## src/rtl/ssd1306_pkg.sv

```systemverilog
// rtl/ssd1306_pkg.sv - SSD1306 init ROM entry format, opcodes and sequencer states
package ssd1306_pkg;

    localparam int ENTRY_WIDTH = 10;
    localparam int OPCODE_MSB  = 9;
    localparam int OPCODE_LSB  = 8;
    localparam int ARG_MSB     = 7;
    localparam int ARG_LSB     = 0;

    typedef enum logic [1:0] {
        OP_CMD   = 2'b00,
        OP_DATA  = 2'b01,
        OP_DELAY = 2'b10,
        OP_END   = 2'b11
    } opcode_t;

    typedef enum logic [2:0] {
        S_IDLE,
        S_LOAD,
        S_SEND,
        S_DELAY,
        S_DONE
    } state_t;

    function automatic opcode_t entry_opcode(input logic [ENTRY_WIDTH-1:0] entry);
        return opcode_t'(entry[OPCODE_MSB:OPCODE_LSB]);
    endfunction

    function automatic logic [7:0] entry_argument(input logic [ENTRY_WIDTH-1:0] entry);
        return entry[ARG_MSB:ARG_LSB];
    endfunction

endpackage

```

## src/rtl/ssd1306_delay_timer.sv

```systemverilog
// rtl/ssd1306_delay_timer.sv - loadable down-counter with zero flag for init delays
module ssd1306_delay_timer #(
    parameter int COUNT_BITS = 16
) (
    input  logic                  clk,
    input  logic                  reset_n,
    input  logic                  start,
    input  logic [COUNT_BITS-1:0] load_value,
    output logic                  zero
);

    logic [COUNT_BITS-1:0] count;

    // Counter parks at zero once expired so a stale start cannot be missed.
    always_ff @(posedge clk or negedge reset_n) begin
        if (!reset_n) begin
            count <= '0;
        end else if (start) begin
            count <= load_value;
        end else if (count != '0) begin
            count <= count - COUNT_BITS'(1);
        end
    end

    assign zero = (count == '0);

endmodule

```

## src/rtl/ssd1306_init_sequencer.sv

```systemverilog
// rtl/ssd1306_init_sequencer.sv - walks the SSD1306 init ROM and feeds bytes to the transmitter
module ssd1306_init_sequencer
    import ssd1306_pkg::*;
#(
    parameter int ROM_SIZE          = 32,
    parameter int ADDRESS_BITS      = $clog2(ROM_SIZE),
    parameter int DELAY_UNIT_CYCLES = 12000
) (
    input  logic                    clk,
    input  logic                    reset_n,
    input  logic                    start,
    output logic                    busy,
    output logic                    done,
    output logic [ADDRESS_BITS-1:0] rom_address,
    input  logic [ENTRY_WIDTH-1:0]  rom_data,
    input  logic                    rom_overflow,
    output logic                    tx_valid,
    output logic [7:0]              tx_data,
    output logic                    tx_dc,
    input  logic                    tx_ready
);

    localparam int COUNT_BITS = $clog2(255 * DELAY_UNIT_CYCLES + 1);

    state_t                  state;
    state_t                  next_state;
    opcode_t                 opcode;
    logic [7:0]              argument;
    logic                    advance;
    logic                    timer_start;
    logic                    timer_zero;
    logic [COUNT_BITS-1:0]   delay_load_value;

    assign opcode   = entry_opcode(rom_data);
    assign argument = entry_argument(rom_data);

    // Counter runs argument*unit cycles, so it is loaded one short.
    assign delay_load_value = COUNT_BITS'(argument) * COUNT_BITS'(DELAY_UNIT_CYCLES)
                            - COUNT_BITS'(1);

    ssd1306_delay_timer #(
        .COUNT_BITS (COUNT_BITS)
    ) u_delay_timer (
        .clk        (clk),
        .reset_n    (reset_n),
        .start      (timer_start),
        .load_value (delay_load_value),
        .zero       (timer_zero)
    );

    always_comb begin
        next_state  = state;
        advance     = 1'b0;
        timer_start = 1'b0;
        case (state)
            S_IDLE: begin
                if (start) next_state = S_LOAD;
            end
            S_LOAD: begin
                if (rom_overflow || opcode == OP_END) begin
                    next_state = S_DONE;
                end else if (opcode == OP_CMD || opcode == OP_DATA) begin
                    next_state = S_SEND;
                end else if (argument != 8'd0) begin
                    next_state  = S_DELAY;
                    timer_start = 1'b1;
                end else begin
                    advance = 1'b1;
                end
            end
            S_SEND: begin
                if (tx_valid && tx_ready) begin
                    advance    = 1'b1;
                    next_state = S_LOAD;
                end
            end
            S_DELAY: begin
                if (timer_zero) begin
                    advance    = 1'b1;
                    next_state = S_LOAD;
                end
            end
            S_DONE: begin
                next_state = S_IDLE;
            end
            default: begin
                next_state = S_IDLE;
            end
        endcase
    end

    assign busy = (state == S_LOAD) || (state == S_SEND) || (state == S_DELAY);
    assign done = (state == S_DONE);

    always_ff @(posedge clk or negedge reset_n) begin
        if (!reset_n) begin
            state       <= S_IDLE;
            rom_address <= '0;
            tx_valid    <= 1'b0;
            tx_data     <= 8'd0;
            tx_dc       <= 1'b0;
        end else begin
            state <= next_state;
            if (next_state == S_IDLE) begin
                rom_address <= '0;
            end else if (advance) begin
                rom_address <= rom_address + ADDRESS_BITS'(1);
            end
            if (state == S_LOAD && next_state == S_SEND) begin
                tx_valid <= 1'b1;
                tx_data  <= argument;
                tx_dc    <= (opcode == OP_DATA);
            end else if (state == S_SEND && tx_ready) begin
                tx_valid <= 1'b0;
            end
        end
    end

    // A full power-of-two ROM without an END entry would wrap back to 0 and loop.
    no_address_wrap: assert property (@(posedge clk) disable iff (!reset_n)
        !(advance && (&rom_address)))
        else $error("init ROM address wrapped: missing END entry");

endmodule

```

## config.mk

```make
export PLATFORM = sky130hd
export DESIGN_NAME = ssd1306_init_sequencer
export DESIGN_NICKNAME = d
export VERILOG_FILES = /design/src/rtl/ssd1306_pkg.sv /design/src/rtl/ssd1306_delay_timer.sv /design/src/rtl/ssd1306_init_sequencer.sv
export SDC_FILE = /design/constraint.sdc
export NUM_CORES = 1
export LEC_CHECK = 0
export BUFFER_PORTS_ARGS = -buffer_cell sky130_fd_sc_hd__buf_2
export CORE_MARGIN = 4
export CORE_UTILIZATION = 56
export DETAILED_ROUTE_END_ITERATION = 8
export GPL_TIMING_DRIVEN = 0
export PLACE_DENSITY = 0.74
export SYNTH_ARGS = -nofsm -noshare
export SYNTH_HDL_FRONTEND = slang
export SYNTH_HIERARCHICAL = 1
export SYNTH_SLANG_ARGS = --single-unit
```

## constraint.sdc

```tcl
create_clock -name clk -period 3.1 [get_ports clk]
set_clock_uncertainty 0.05 [all_clocks]
set_input_delay 0.62 -clock clk [delete_from_list [all_inputs] [get_ports clk]]
set_output_delay 0.62 -clock clk [all_outputs]
set_load 0.02 [all_outputs]
```

==> impl_metrics.ini, run 1 <==
[outcome]
violations = setup timing
status = finished with violations

[clocking]
clkTransAtPathRegs_ns = 0.08
clockBufferDepth = 2
ctsHoldBuffers = 0
cts_root_buffer = clkbuf_8
cts_buffers = 5
cts_tree = built
clkLatencyLatePin_ns = 0.29
clock-sinks = 40
htreeDepth = 2

[timing]
slew_violations = 0
maxSlewHeadroom = 0.196
max_freq_ghz = 0.207
post-route-min-period_ns = 4.84
hold_ws_ns = 0.414
grt_setup_unrepaired = yes
setup_ws_ns = -1.74
period_share = 1.56
finalHoldViolations = 0
tightest_slew_ns = 1.20
setup_violations = 12

[synth]
ys_warn_count = 6
synth_seq_cells = 40
yosysUniqueCellTypes = 65
synth_edf_count = 0
synth.avg_cell_area_sq_um = 9.32
syn_inst = 444
synthFlopType = dfrtp_1
seq_area_frac_synth = 0.242
async_flop_share = 1.00
netlist_area_sq_um = 4140

[floorplanning]
die-area_sq_um = 8830
io_pins = 32
fp.dieH_um = 94.0
rows = 31
die_x_um = 94.0
floorplan.initialDensity = 0.574
coreArea_sq_um = 7210

[job]
drv_cap = 0

[routing]
drtAntennaViolNets = 0
avgViaCountPerCell = 5.78
met2_wirelength_um = 5770
drt_first_pass_iters = 5
vias = 3596
drtIter0Drc = 274
wl_met1_um = 4400
wl_um = 10800
top_layer_used = met4
wl_per_cell_um = 17.3
met3_length_um = 389
post-route-drc-count = 0

[power]
ir_drop_mv = 0.771
p_leak_nw = 2.43
p_per_area_nw_per_um2 = 1110

[placed_design]
gp_congestion = 0.857
numPortBuffers = 31
post-place-ws_ns = -2.32
place_inst = 578
hpwlAfterDp_um = 7040

[worst_setup_path]
critPathCaptureType = register
cp_slowest_cell = fa_2
critPathLaunchType = primary input
worstSetupPathType = primary input to register
crit_chain = buf_6 > fa_2 > fa_1 > inv_1 > fa_1 > fa_1 > inv_1 > ha_4 > buf_6 > and3_4 > a221oi_4 > o31ai_2 > xor2_1 > nand3b_1 > buf_6 > nor4b_4 > xnor2_2 > nand2_1 > o311ai_2
crit_path_max_incr_delay_ns = 0.61
critPathMaxFanout = 5
path_buf_inv = 5
crit_family = adder cells
worst_ep_arrival_time_ns = 4.95
critPathRequiredTime_ns = 3.21

[final_layout]
layout-drive-gt1-share = 0.344
seq_area_sq_um = 1000
multi_input_area_sq_um = 3260
final_cells = 622
final_util = 0.750
fillerInstances = 472
fin_nets = 606
antennaDiodeCount = 0
area_growth_pct = 30.8

[global_routing]
grt_overflow = 0
grt_pass1_wl_um = 16700
grt_pass1_vias = 3517
grt.total_usage = 0.236
antenna_found_initial = 0
grt_max_degree = 41

[min_path]
hold_path.class = primary input to asynchronous set/reset pin
through the flow:
stage / setup TNS [ns] / area, sq um / power [mW]
after floorplan: -14.54 / 4320 / 3.41
after global placement: -21.18 / 4600 / 3.91
after detailed placement: -22.72 / 4600 / 4.00
after CTS: -15.11 / 5120 / 5.21
after global routing: -17.93 / 5410 / 6.43
final: -15.41 / 5410 / 5.99
routing by layer:
layer,vias to the layer above,track usage
li1,1689,-
met1,1778,0.321
met2,108,0.411
met3,21,0.0208
met4,0,0.0445
met5,-,0
worst paths after layout:
| kind | from | end | slack [ns] | cells past startpoint |
|---|---|---|---|---|
| worst min register to register | tx_data[4] | tx_data[4] | 0.46 | 1 |
| worst max-delay path | rom_data[3] | u_delay_timer/count[21] | -1.74 | 19 |
| worst min-delay path | reset_n | u_delay_timer/count[2] | 0.41 | 1 |
| worst max register to register | state[1] | u_delay_timer/count[21] | 0.02 | 9 |
| max in group asynchronous | reset_n | tx_dc | 2.00 | 1 |
| min in group clk | tx_data[4] | tx_data[4] | 0.46 | 1 |
cells in the mapped netlist (all sizes together), types with 13 or more instances:
| cell type | number | area share |
|---|---|---|
| inv | 62 | 0.056 |
| ha | 45 | 0.14 |
| dfrtp | 40 | 0.24 |
| nand2 | 30 | 0.027 |
| nor2 | 30 | 0.028 |
| fa | 24 | 0.12 |
| xnor2 | 24 | 0.051 |
| a21oi | 18 | 0.024 |
| xor2 | 18 | 0.038 |
| nor3 | 15 | 0.021 |
| o21ai | 15 | 0.021 |
| o31ai | 13 | 0.024 |
report_power, final:
group	total, mW	internal, mW	switching, mW	leakage (nW)
clock network	0.596	0.403	0.193	0.0784
logic	4.42	2.14	2.28	1.85
registers	0.976	0.751	0.224	0.495
total	5.99	3.29	2.70	2.43
state kept, by name (all words and copies together), names as in the netlist:
register	count
tx_data	8
u_delay_timer/count	22
rom_address	5
state	3
tx_valid	1
tx_dc	1
area by class of cell:
| class | count | share of cell area |
|---|---|---|
| well taps | 99 | 0.0229 |
| repair buffers | 68 | 0.0987 |
| multi-input cells | 333 | 0.602 |
| inverters | 62 | 0.0476 |
| clock inverters | 3 | 0.0166 |
| plain buffers | 12 | 0.0141 |
| flip-flops and latches | 40 | 0.185 |
| clock buffers | 5 | 0.0127 |
cells by family after synthesis:
family,after synthesis,synth area share
multiplexers,10,0.0269
flip-flops,40,0.242
adder cells (fa/ha/maj),69,0.252
XOR/XNOR,42,0.0888
AO/OA/AOI/OAI,86,0.152
AND/OR/NAND/NOR,121,0.163
buffers and inverters,75,0.0746
other,1,0.000906
repair_timing:
item | in CTS | in global routing
endpoints found under the setup margin | 17 | 26
cloned | 0 | 0
pin swaps | 35 | 36
buffers inserted | 22 | 15
resized for setup | 48 | 37
placed cells by master (no fill, tap or decap), types with 4 or more instances in the layout:
cell type / synthesis / routed
inv_1: 62 / 48
dfrtp_1: 40 / 40
ha_1: 45 / 33
buf_4: 1 / 30
nand2_1: 30 / 26
nor2_1: 28 / 24
buf_2: 0 / 23
fa_1: 24 / 19
xnor2_1: 24 / 17
buf_6: 3 / 15
xor2_1: 18 / 14
a21oi_1: 16 / 12
o31ai_1: 13 / 12
nor3_1: 13 / 11
ha_4: 0 / 10
mux2_2: 9 / 9
o21ai_0: 8 / 8
or4_1: 8 / 8
inv_2: 0 / 7
nor4_1: 7 / 7
clkbuf_1: 8 / 6
o21ai_1: 6 / 6
a21oi_2: 2 / 5
xnor2_2: 0 / 5
a21o_1: 5 / 5
fa_2: 0 / 5
clkbuf_8: 0 / 5
conb_1: 1 / 5
inv_4: 0 / 4
nand3_1: 5 / 4
or3_1: 5 / 4
nand2_2: 0 / 4
nand4_1: 4 / 4
a22oi_1: 5 / 4
Power figures use the tool's default switching activity.
==> run 2, diff against run 1 <==
Settings changed: CORE_UTILIZATION 56 to 62, PLACE_DENSITY 0.74 to 0.8.
Clock period 3.1 ns to 5.2 ns, I/O delays scaled along.
==> run 2 against run 1 <==
  * The run still ends with setup timing left
  * Routed wire length fell by 3.0%
  * Worst hold slack improved by 0.033 ns
  * Global-route usage up 0.38 points
  * Critical path depth stayed put
  * Sequential power down 40%
  * Largest power group unchanged
  * Highest routed layer unchanged
==> impl_metrics.ini, run 2 (synthesis gave the netlist of run 1 again) <==
[routing]
vias = 3591
drtAntennaViolNets = 0
drt_first_pass_iters = 5
avgViaCountPerCell = 6.17
wl_per_cell_um = 17.9
wl_um = 10400
drtIter0Drc = 277
post-route-drc-count = 0

[power]
power_mw = 3.15
ir_drop_mv = 0.608
p_per_area_nw_per_um2 = 634
p_leak_nw = 2.29

[global_routing]
grt.total_usage = 0.240
grt_overflow = 0
grt_pass1_wl_um = 15900
antenna_found_initial = 0
grt_pass1_vias = 3261
grt_max_degree = 41

[min_path]
min_path_cells = 1
hold_start = state[2]
hold_path.class = register to register
holdPathEnd = state[0]

[final_layout]
largest_reg_flops = 22
multi_input_area_sq_um = 3040
antennaDiodeCount = 0
regMostFlops = u_delay_timer/count
seq_area_sq_um = 1000
final_cells = 582
fin_nets = 588
final_cell_mix = inv_1, ha_1, dfrtp_1
layout-drive-gt1-share = 0.246
reg_top3 = u_delay_timer/count (22), tx_data (8), rom_address (5)
fillerInstances = 404
area_growth_pct = 19.7
layout_commonest_cell = inv_1

[clocking]
clock-sinks = 40
cts_tree = built
cts_buffers = 5
clkLatencyLatePin_ns = 0.30
htreeDepth = 2
clockBufferDepth = 2
clkTransAtPathRegs_ns = 0.09
ctsHoldBuffers = 0
cts_root_buffer = clkbuf_8

[worst_setup_path]
crit_chain = buf_12 > inv_4 > fa_2 > fa_2 > fa_2 > fa_1 > inv_2 > ha_4 > a21o_1 > a221oi_4 > buf_6 > o31ai_4 > xor2_1 > nand3b_1 > buf_6 > nor4b_4 > xnor2_1 > nand2_1 > o311ai_2
worstReg2RegStart = u_delay_timer/count[0]
crit_top_cell = fa_2
crit_path_max_incr_delay_ns = 0.60
r2r_slack_ns = 1.87
path_buf_inv = 5
critPathRequiredTime_ns = 5.35
worstSetupPathType = primary input to register
crit_family = adder cells
worstReg2RegEnd = rom_address[3]
critPathLaunchType = primary input
worst_ep_arrival_time_ns = 5.48
cp_slowest_cell = fa_2
worst-r2r-cell-count = 12
critPathMaxFanout = 6
critPathCaptureType = register

[floorplanning]
die-area_sq_um = 8050
coreArea_sq_um = 6420
fp.dieH_um = 89.7
floorplan.initialDensity = 0.645
io_pins = 32
rows = 29
die_x_um = 89.7

[timing]
post-route-min-period_ns = 5.33
setup_ws_ns = -0.125
setup_violations = 6
tightest_slew_ns = 1.01
grt_setup_unrepaired = yes
max_freq_ghz = 0.188
finalHoldViolations = 0
period_share = 1.02
slew_violations = 0
maxSlewHeadroom = 0.318

[placed_design]
gp_congestion = 0.881
place_inst = 556
numPortBuffers = 31
hpwlAfterDp_um = 6970

[job]
drv_cap = 0

[outcome]
violations = setup timing
status = finished with violations
run 2: worst reg2reg max path: cells and delay by family, from the launching register on:
family / cells / cell delay, ns
simple gates: 5 / 1.39
xor+xnor: 1 / 0.19
flops: 1 / 0.42
compound gates: 2 / 0.54
buf+inv: 3 / 0.39
fa+ha+maj: 1 / 0.21
run 2: worst max path at each step:
stage                     slack, ns                 endpoint  depth (start not counted)         from
after CTS                     -0.06  u_delay_timer/count[21]                         20  rom_data[3]
after global placement        -0.51  u_delay_timer/count[19]                         18  rom_data[5]
after floorplan               -0.09  u_delay_timer/count[19]                         18  rom_data[4]
after global routing          -0.31  u_delay_timer/count[19]                         20  rom_data[4]
after detailed placement      -0.58  u_delay_timer/count[19]                         18  rom_data[5]
final                         -0.13  u_delay_timer/count[21]                         19  rom_data[5]
run 2: area by class of cell:
type	count	area share
multi-input combinational	333	0.614
sequential	40	0.202
timing repair buffer	50	0.0762
inverter	62	0.0510
tap	77	0.0194
buffer	12	0.0154
clock buffer	5	0.0139
clock inverter	3	0.00858
run 2: power by group:
| group | total, mW | internal, mW | switching [mW] | leakage (nW) |
|---|---|---|---|---|
| Combinational | 2.30 | 1.03 | 1.26 | 1.74 |
| Sequential | 0.583 | 0.448 | 0.135 | 0.495 |
| Clock | 0.263 | 0.142 | 0.121 | 0.0541 |
run 2: stage by stage:
stage	setup WS [ns]	area [sq um]	hold slack [ns]	utilization	TNS (ns)
after detailed placement	-0.579	4460	0.440	0.694	-3.47
after global placement	-0.513	4460	0.430	0.694	-2.87
final	-0.125	4960	0.447	0.772	-0.466
after floorplan	-0.0876	4210	0.401	-	-0.144
after CTS	-0.0600	4780	0.452	0.744	-0.121
after global routing	-0.315	4960	0.483	0.772	-1.39
run 2: what timing repair did:
item | in CTS | in global routing
pin swaps | 15 | 20
setup endpoints to repair | 6 | 6
resized for setup | 29 | 31
setup buffers | 11 | 8
run 2: layer usage:
metal,GRT usage,up-vias,routed length [um]
met1,0.315,1753,4240
met5,0,-,0
met4,0.101,0,453
met2,0.400,133,5220
met3,0.0301,41,529
li1,-,1664,-
